===== src/rtl/sensor_dht_responder.sv =====
// Init/read command responder driving a DHT11/DHT22-style single-wire sensor over open-drain DQ.
// Optional macro SENSOR_DHT_CHECKSUM_EN: reject frames whose checksum byte does not match.
module sensor_dht_responder #(
    parameter int CYC_PER_US    = 50,
    parameter int INIT_WAIT_US  = 1000000,
    parameter int START_LOW_US  = 18000,
    parameter int TIMEOUT_US    = 200,
    parameter int BIT_THRESH_US = 50
) (
    input  logic        clk,
    input  logic        rst_n,
    input  logic        start_init,
    input  logic        start_read,
    output logic        init_done,
    output logic        read_done,
    input  logic        dq_in,
    output logic        dq_oe,
    output logic [15:0] humidity,
    output logic [15:0] temperature,
    output logic        data_valid,
    output logic        read_err,
    output logic [3:0]  o_dbg_state
);
    localparam int PRE_W = (CYC_PER_US > 1) ? $clog2(CYC_PER_US) : 1;
    localparam logic [PRE_W-1:0] PRE_LAST   = PRE_W'(CYC_PER_US - 1);
    localparam logic [19:0]      INIT_CNT   = 20'(INIT_WAIT_US);
    localparam logic [19:0]      START_CNT  = 20'(START_LOW_US);
    localparam logic [19:0]      TO_CNT     = 20'(TIMEOUT_US);
    localparam logic [19:0]      THRESH_CNT = 20'(BIT_THRESH_US);

    typedef enum logic [3:0] {
        S_IDLE, S_INIT_WAIT, S_START_LOW, S_WAIT_ACK, S_ACK_LOW,
        S_ACK_HIGH, S_BIT_LOW, S_BIT_HIGH, S_CHECK
    } state_t;

    state_t           r_state;
    state_t           w_next;
    logic             r_dq_meta;
    logic             r_dq_sync;
    logic [PRE_W-1:0] r_pre;
    logic [19:0]      r_us;
    logic [5:0]       r_bit_idx;
    logic [39:0]      r_shift;
    logic             r_rel_seen;
    logic             r_init_armed;
    logic             r_read_armed;
    logic             r_init_done;
    logic             r_read_done;
    logic [15:0]      r_hum;
    logic [15:0]      r_tmp;
    logic             r_valid;
    logic             r_err;

    logic w_tick;
    logic w_dq;
    logic w_acc_init;
    logic w_acc_read;
    logic w_wait_state;
    logic w_timeout;
    logic w_init_fin;
    logic w_read_fin;
    logic w_bit_end;
    logic w_frame_ok;

    assign w_dq       = r_dq_sync;
    assign w_tick     = (r_pre == PRE_LAST);
    assign w_acc_init = (r_state == S_IDLE) && start_init && r_init_armed;
    assign w_acc_read = (r_state == S_IDLE) && start_read && r_read_armed && !w_acc_init;
    assign w_wait_state = (r_state == S_WAIT_ACK) || (r_state == S_ACK_LOW) ||
                          (r_state == S_ACK_HIGH) || (r_state == S_BIT_LOW) ||
                          (r_state == S_BIT_HIGH);

`ifdef SENSOR_DHT_CHECKSUM_EN
    logic [7:0] w_sum;
    assign w_sum      = r_shift[39:32] + r_shift[31:24] + r_shift[23:16] + r_shift[15:8];
    assign w_frame_ok = (w_sum == r_shift[7:0]);
`else
    assign w_frame_ok = 1'b1;
`endif

    always_comb begin
        w_next     = r_state;
        w_timeout  = 1'b0;
        w_init_fin = 1'b0;
        w_read_fin = 1'b0;
        w_bit_end  = 1'b0;
        if (w_wait_state && (r_us > TO_CNT)) begin
            w_next    = S_IDLE;
            w_timeout = 1'b1;
        end else begin
            case (r_state)
                S_IDLE: begin
                    if (w_acc_init)      w_next = S_INIT_WAIT;
                    else if (w_acc_read) w_next = S_START_LOW;
                end
                S_INIT_WAIT: begin
                    if (r_us >= INIT_CNT) begin
                        w_next     = S_IDLE;
                        w_init_fin = 1'b1;
                    end
                end
                S_START_LOW: if (r_us >= START_CNT) w_next = S_WAIT_ACK;
                // Our own low drive is still in the synchronizer at entry; wait to see the release first.
                S_WAIT_ACK: if (r_rel_seen && !w_dq) w_next = S_ACK_LOW;
                S_ACK_LOW:  if (w_dq)  w_next = S_ACK_HIGH;
                S_ACK_HIGH: if (!w_dq) w_next = S_BIT_LOW;
                S_BIT_LOW:  if (w_dq)  w_next = S_BIT_HIGH;
                S_BIT_HIGH: begin
                    if (!w_dq) begin
                        w_bit_end = 1'b1;
                        w_next    = (r_bit_idx == 6'd39) ? S_CHECK : S_BIT_LOW;
                    end
                end
                S_CHECK: begin
                    w_next     = S_IDLE;
                    w_read_fin = 1'b1;
                end
                default: w_next = S_IDLE;
            endcase
        end
    end

    always_ff @(posedge clk or negedge rst_n) begin
        if (!rst_n) begin
            r_state      <= S_IDLE;
            r_dq_meta    <= 1'b1;
            r_dq_sync    <= 1'b1;
            r_pre        <= '0;
            r_us         <= '0;
            r_bit_idx    <= '0;
            r_shift      <= '0;
            r_rel_seen   <= 1'b0;
            r_init_armed <= 1'b0;
            r_read_armed <= 1'b0;
            r_init_done  <= 1'b0;
            r_read_done  <= 1'b0;
            r_hum        <= '0;
            r_tmp        <= '0;
            r_valid      <= 1'b0;
            r_err        <= 1'b0;
        end else begin
            r_state   <= w_next;
            r_dq_meta <= dq_in;
            r_dq_sync <= r_dq_meta;
            r_pre     <= w_tick ? '0 : r_pre + 1'b1;

            if (w_next != r_state)            r_us <= '0;
            else if (w_tick && (r_us != '1))  r_us <= r_us + 1'b1;

            if (r_state != S_WAIT_ACK) r_rel_seen <= 1'b0;
            else if (w_dq)             r_rel_seen <= 1'b1;

            if ((r_state == S_ACK_HIGH) && (w_next == S_BIT_LOW)) r_bit_idx <= '0;
            else if (w_bit_end)                                   r_bit_idx <= r_bit_idx + 1'b1;
            if (w_bit_end) r_shift <= {r_shift[38:0], (r_us > THRESH_CNT)};

            // Arming is withdrawn at completion so a request still held afterwards is not re-served.
            if (w_init_fin)       r_init_armed <= 1'b0;
            else if (!start_init) r_init_armed <= 1'b1;
            if (w_read_fin || w_timeout) r_read_armed <= 1'b0;
            else if (!start_read)        r_read_armed <= 1'b1;

            r_init_done <= w_init_fin;
            r_read_done <= w_read_fin || w_timeout;

            if (w_acc_read)                                r_err <= 1'b0;
            else if (w_timeout)                            r_err <= 1'b1;
            else if ((r_state == S_CHECK) && !w_frame_ok)  r_err <= 1'b1;

            if ((r_state == S_CHECK) && w_frame_ok) begin
                r_hum   <= r_shift[39:24];
                r_tmp   <= r_shift[23:8];
                r_valid <= 1'b1;
            end
        end
    end

    assign dq_oe       = (r_state == S_START_LOW);
    assign init_done   = r_init_done;
    assign read_done   = r_read_done;
    assign humidity    = r_hum;
    assign temperature = r_tmp;
    assign data_valid  = r_valid;
    assign read_err    = r_err;
    assign o_dbg_state = r_state;

endmodule


===== config.mk =====
export PLATFORM = sky130hd
export DESIGN_NAME = sensor_dht_responder
export DESIGN_NICKNAME = d
export VERILOG_FILES = /design/src/rtl/sensor_dht_responder.sv
export SDC_FILE = /design/constraint.sdc
export NUM_CORES = 1
export LEC_CHECK = 0
export CORE_AREA = 2 2 149 151
export DETAILED_ROUTE_END_ITERATION = 8
export DIE_AREA = 0 0 151 153
export PLACE_DENSITY_LB_ADDON = 0.05
export SYNTH_ARGS = -nofsm -noshare
export SYNTH_HDL_FRONTEND = slang
export SYNTH_SLANG_ARGS = --single-unit

===== constraint.sdc =====
create_clock -name clk -period 2.6 [get_ports clk]
set_input_delay 0.26 -clock clk [delete_from_list [all_inputs] [get_ports clk]]
set_output_delay 0.26 -clock clk [all_outputs]
set_load 0.02 [all_outputs]

==> impl_metrics.prom <==
# TYPE chip_impl_metric gauge
chip_impl_info{name="result_of_the_run",value="finished with violations"} 1
chip_impl_info{name="violations",value="negative setup slack"} 1
chip_impl_metric{name="finalHoldViolCount",unit=""} 0
chip_impl_info{name="mostFrequentLayoutCell",value="dfrtp_1"} 1
chip_impl_info{name="critical_path.startpoint_type",value="flip-flop"} 1
chip_impl_metric{name="yosys_warnings",unit=""} 0
chip_impl_metric{name="core.rowCount",unit=""} 54
chip_impl_metric{name="post_synth_num_cell_types",unit=""} 53
chip_impl_metric{name="worstPathArrival",unit="ns"} 2.96
chip_impl_metric{name="numCtsBuffers",unit=""} 17
chip_impl_info{name="worst_setup_path_end_kind",value="flip-flop"} 1
chip_impl_metric{name="synthArstFlopShare",unit=""} 1.00
chip_impl_metric{name="chipWidth",unit="µm"} 151
chip_impl_metric{name="finalMaxSlewViolations",unit=""} 0
chip_impl_metric{name="global_route_wire_length_before_repair",unit="µm"} 19900
chip_impl_metric{name="synthesis.instances",unit=""} 427
chip_impl_metric{name="grt_pass1_vias",unit=""} 3673
chip_impl_metric{name="die_area",unit="mm²"} 0.0231
chip_impl_metric{name="number_of_filler_cells_placed_in_the_layout",unit=""} 2182
chip_impl_metric{name="num_vias",unit=""} 3517
chip_impl_metric{name="cts_max_path_buffers",unit=""} 2
chip_impl_metric{name="antenna_violations_before_repair",unit=""} 0
chip_impl_metric{name="final_critical_path_setup_slack",unit="ns"} -0.0307
chip_impl_metric{name="antenna-diode-count",unit=""} 0
chip_impl_metric{name="fmax",unit="MHz"} 380
chip_impl_metric{name="floorplan.io_pins",unit=""} 46
chip_impl_metric{name="clock-skew-final",unit="ns"} 0.0108
chip_impl_metric{name="cp_data_required_time",unit="ns"} 2.93
chip_impl_metric{name="ffs_latches_synth",unit=""} 117
chip_impl_metric{name="synth_edf_count",unit=""} 0
chip_impl_metric{name="post_route_worst_hold_slack",unit="ns"} 0.246
chip_impl_metric{name="relSlewSlack",unit=""} 0.579
chip_impl_metric{name="tightest_slew",unit="ns"} 0.632
chip_impl_metric{name="drtIter0Drc",unit=""} 149
chip_impl_metric{name="syn_to_final_growth",unit="%"} 31.4
chip_impl_metric{name="clk_latency",unit="ns"} 0.42
chip_impl_metric{name="avgSynthCellArea",unit="µm²"} 12.5
chip_impl_metric{name="floorplan.initialDensity",unit=""} 0.247
chip_impl_metric{name="total_grt_usage",unit=""} 0.111
chip_impl_metric{name="max_cap_viol_count",unit=""} 0
chip_impl_info{name="synth_ff_type",value="dfrtp_1"} 1
chip_impl_metric{name="num_clock_sinks",unit=""} 117
chip_impl_metric{name="design.core.area",unit="mm²"} 0.0215
chip_impl_metric{name="final_layout_size_suffix_gt1_frac",unit=""} 0.340
chip_impl_metric{name="p_leak",unit="nW"} 3.11
chip_impl_metric{name="numPortBuffers",unit=""} 45
chip_impl_info{name="worst-setup-path-type",value="reg -> reg"} 1
chip_impl_metric{name="mappedNetlistNets",unit=""} 437
chip_impl_info{name="cts-root-buf",value="clkbuf_16"} 1
chip_impl_metric{name="cts-htree-levels",unit=""} 4
chip_impl_metric{name="totalWireLength",unit="µm"} 12300
chip_impl_metric{name="detail_route.vias_per_cell",unit=""} 4.39
chip_impl_metric{name="power_density",unit="mW/mm²"} 790
chip_impl_metric{name="die_h",unit="µm"} 153
chip_impl_metric{name="wl_per_cell",unit="µm"} 15.3
chip_impl_metric{name="peakVddDrop",unit="mV"} 0.432
chip_impl_metric{name="number_of_nets_at_the_end_of_the_flow",unit=""} 518
chip_impl_metric{name="cts.clk_slew.worst_paths",unit="ns"} 0.06
chip_impl_metric{name="setup_viol",unit=""} 18
chip_impl_metric{name="yosysSeqAreaShare",unit=""} 0.551
chip_impl_info{name="unrepaired_setup_endpoints_after_global_routing",value="yes"} 1
chip_impl_metric{name="timing.final.crit_period",unit="ns"} 2.63
chip_impl_metric{name="synthesis.area",unit="mm²"} 0.00532
chip_impl_metric{name="crit_path_max_fanout",unit=""} 20
chip_impl_metric{name="place.detailed.hpwl",unit="µm"} 7890
chip_impl_metric{name="finalCoreUtilization",unit=""} 0.325
chip_impl_metric{name="first_pass_iters",unit=""} 6
chip_impl_metric{name="grt_max_degree",unit=""} 51
chip_impl_info{name="tritoncts",value="yes"} 1
chip_impl_metric{name="detail-route-antenna-nets",unit=""} 0
chip_impl_metric{name="global_route.overflow_total",unit=""} 0
chip_impl_metric{name="place.gp.congestion",unit=""} 0.705
chip_impl_info{name="most-common-layout-cells",value="dfrtp_1 (115), mux2_2 (71), clkdlybuf4s50_1 (44)"} 1
chip_impl_metric{name="ff2ff_setup_slack",unit="ns"} -0.03
chip_impl_info{name="hp-class",value="in -> reg"} 1
chip_impl_metric{name="post-route-drc-count",unit=""} 0
chip_impl_metric{name="layout_worst_path_cycle_share",unit=""} 1.01
[worst paths after layout]
check / from / end / depth (start not counted)
worst max-delay path: r_us[16]$_DFFE_PN0P_ / r_us[0]$_DFFE_PN0P_ / 7
worst min-delay path: dq_in / r_dq_meta$_DFF_PN1_ / 1
worst max register to register: r_us[16]$_DFFE_PN0P_ / r_us[0]$_DFFE_PN0P_ / 7
worst min register to register: r_dq_meta$_DFF_PN1_ / r_dq_sync$_DFF_PN1_ / 0
max in group asynchronous: rst_n / r_shift[8]$_DFFE_PN0P_ / 3
min in group asynchronous: rst_n / read_done$_DFF_PN0_ / 2
[metrics by stage]
step	setup WS, ns	instances	power (mW)	area, µm²	TNS, ns
2_1_floorplan	0.0317	427	2.71	5320	0
5_1_grt	-0.121	801	5.79	6990	-1.93
3_3_place_gp	-0.0230	766	3.11	6330	-0.433
6_report	-0.0307	801	5.52	6990	-0.243
3_5_place_dp	-0.0490	766	3.12	6330	-0.766
4_1_cts	-0.0330	799	5.59	6950	-0.280
[area by class of cell]
class	count	area, µm²	area share
Timing Repair Buffer	82	796	0.114
Tap cell	280	350	0.0501
Clock inverter	12	140	0.0201
Sequential cell	117	2930	0.419
Inverter	14	52.6	0.00752
Multi-Input combinational cell	276	2250	0.322
Clock buffer	20	467	0.0668
[cells by family (layout without fill, tap and decap cells)]
group,after synthesis,count (layout),share of synthesized area
AND/OR/NAND/NOR,128,128,0.153
flip-flops,117,117,0.551
multiplexers,73,73,0.154
AO/OA/AOI/OAI,45,45,0.0600
buffers and inverters,34,128,0.0287
XOR/XNOR,25,25,0.0412
adder cells (fa/ha/maj),5,5,0.0118
[where the power goes]
group	switching (mW)	internal (mW)
Combinational	0.695	0.465
Clock	0.916	1.50
Sequential	0.0576	1.88
Total	1.67	3.85
[cells in the mapped netlist, types with 2 or more instances]
cell type  instances  area [µm²]
and4_1             2        17.5
clkbuf_1          14        52.6
nand2b_1           4        25.0
buf_4              2        15.0
nor4_1             6        37.5
nand3b_1           4        30.0
dfstp_2            2        52.6
nor2b_1            3        18.8
dfrtp_1          115        2880
nor2_1            23        86.3
a211oi_1           9        67.6
and2_1             2        12.5
xnor2_1           22         193
a21oi_1           11        55.1
nand3_1            9        45.0
buf_2              2        10.0
nand4_1            5        31.3
or2_2              3        18.8
xor2_1             3        26.3
nor4b_1            3        26.3
nand2_1           18        67.6
a21boi_0           2        15.0
mux2i_1            2        20.0
mux2_2            71         800
inv_1             14        52.6
or4_4              3        33.8
a211o_1            3        26.3
ha_1               5        62.6
or3_1              4        25.0
o21ai_0            9        45.0
nor3_2            20         200
nor3_1            10        50.1
buf_6              2        22.5
[flip-flops by register name (all words and copies together), names as in the netlist, 4 cells and up]
signal       cells
r_shift         40
humidity        16
r_pre            6
r_us            20
o_dbg_state      4
temperature     16
r_bit_idx        6
[layer usage]
| layer | part of all wire | global-route usage | vias up |
|---|---|---|---|
| li1 | - | - | 1684 |
| met1 | 0.50 | 0.154 | 1758 |
| met2 | 0.45 | 0.166 | 59 |
| met3 | 0.033 | 0.0325 | 16 |
| met4 | 0.016 | 0.0392 | 0 |
| met5 | 0 | 0 | - |
[timing repair]
| action | 4_1_cts | 5_1_grt |
|---|---|---|
| hold endpoints to repair | 41 | 0 |
| resized for setup | 2 | 1 |
| hold buffers | 1 | 0 |
| gates cloned | 0 | 1 |
| setup buffers | 0 | 1 |
| setup endpoints to repair | 55 | 25 |
| pin swaps | 1 | 0 |
[critical path: stages, from the launching register on]
cell	delay (ns)
dfrtp_1	0.38
or4_4	0.55
or4_4	0.53
a221o_1	0.42
a31oi_4	0.19
o211ai_2	0.12
buf_12	0.20
nor3_2	0.16
Power figures use the tool's default switching activity.
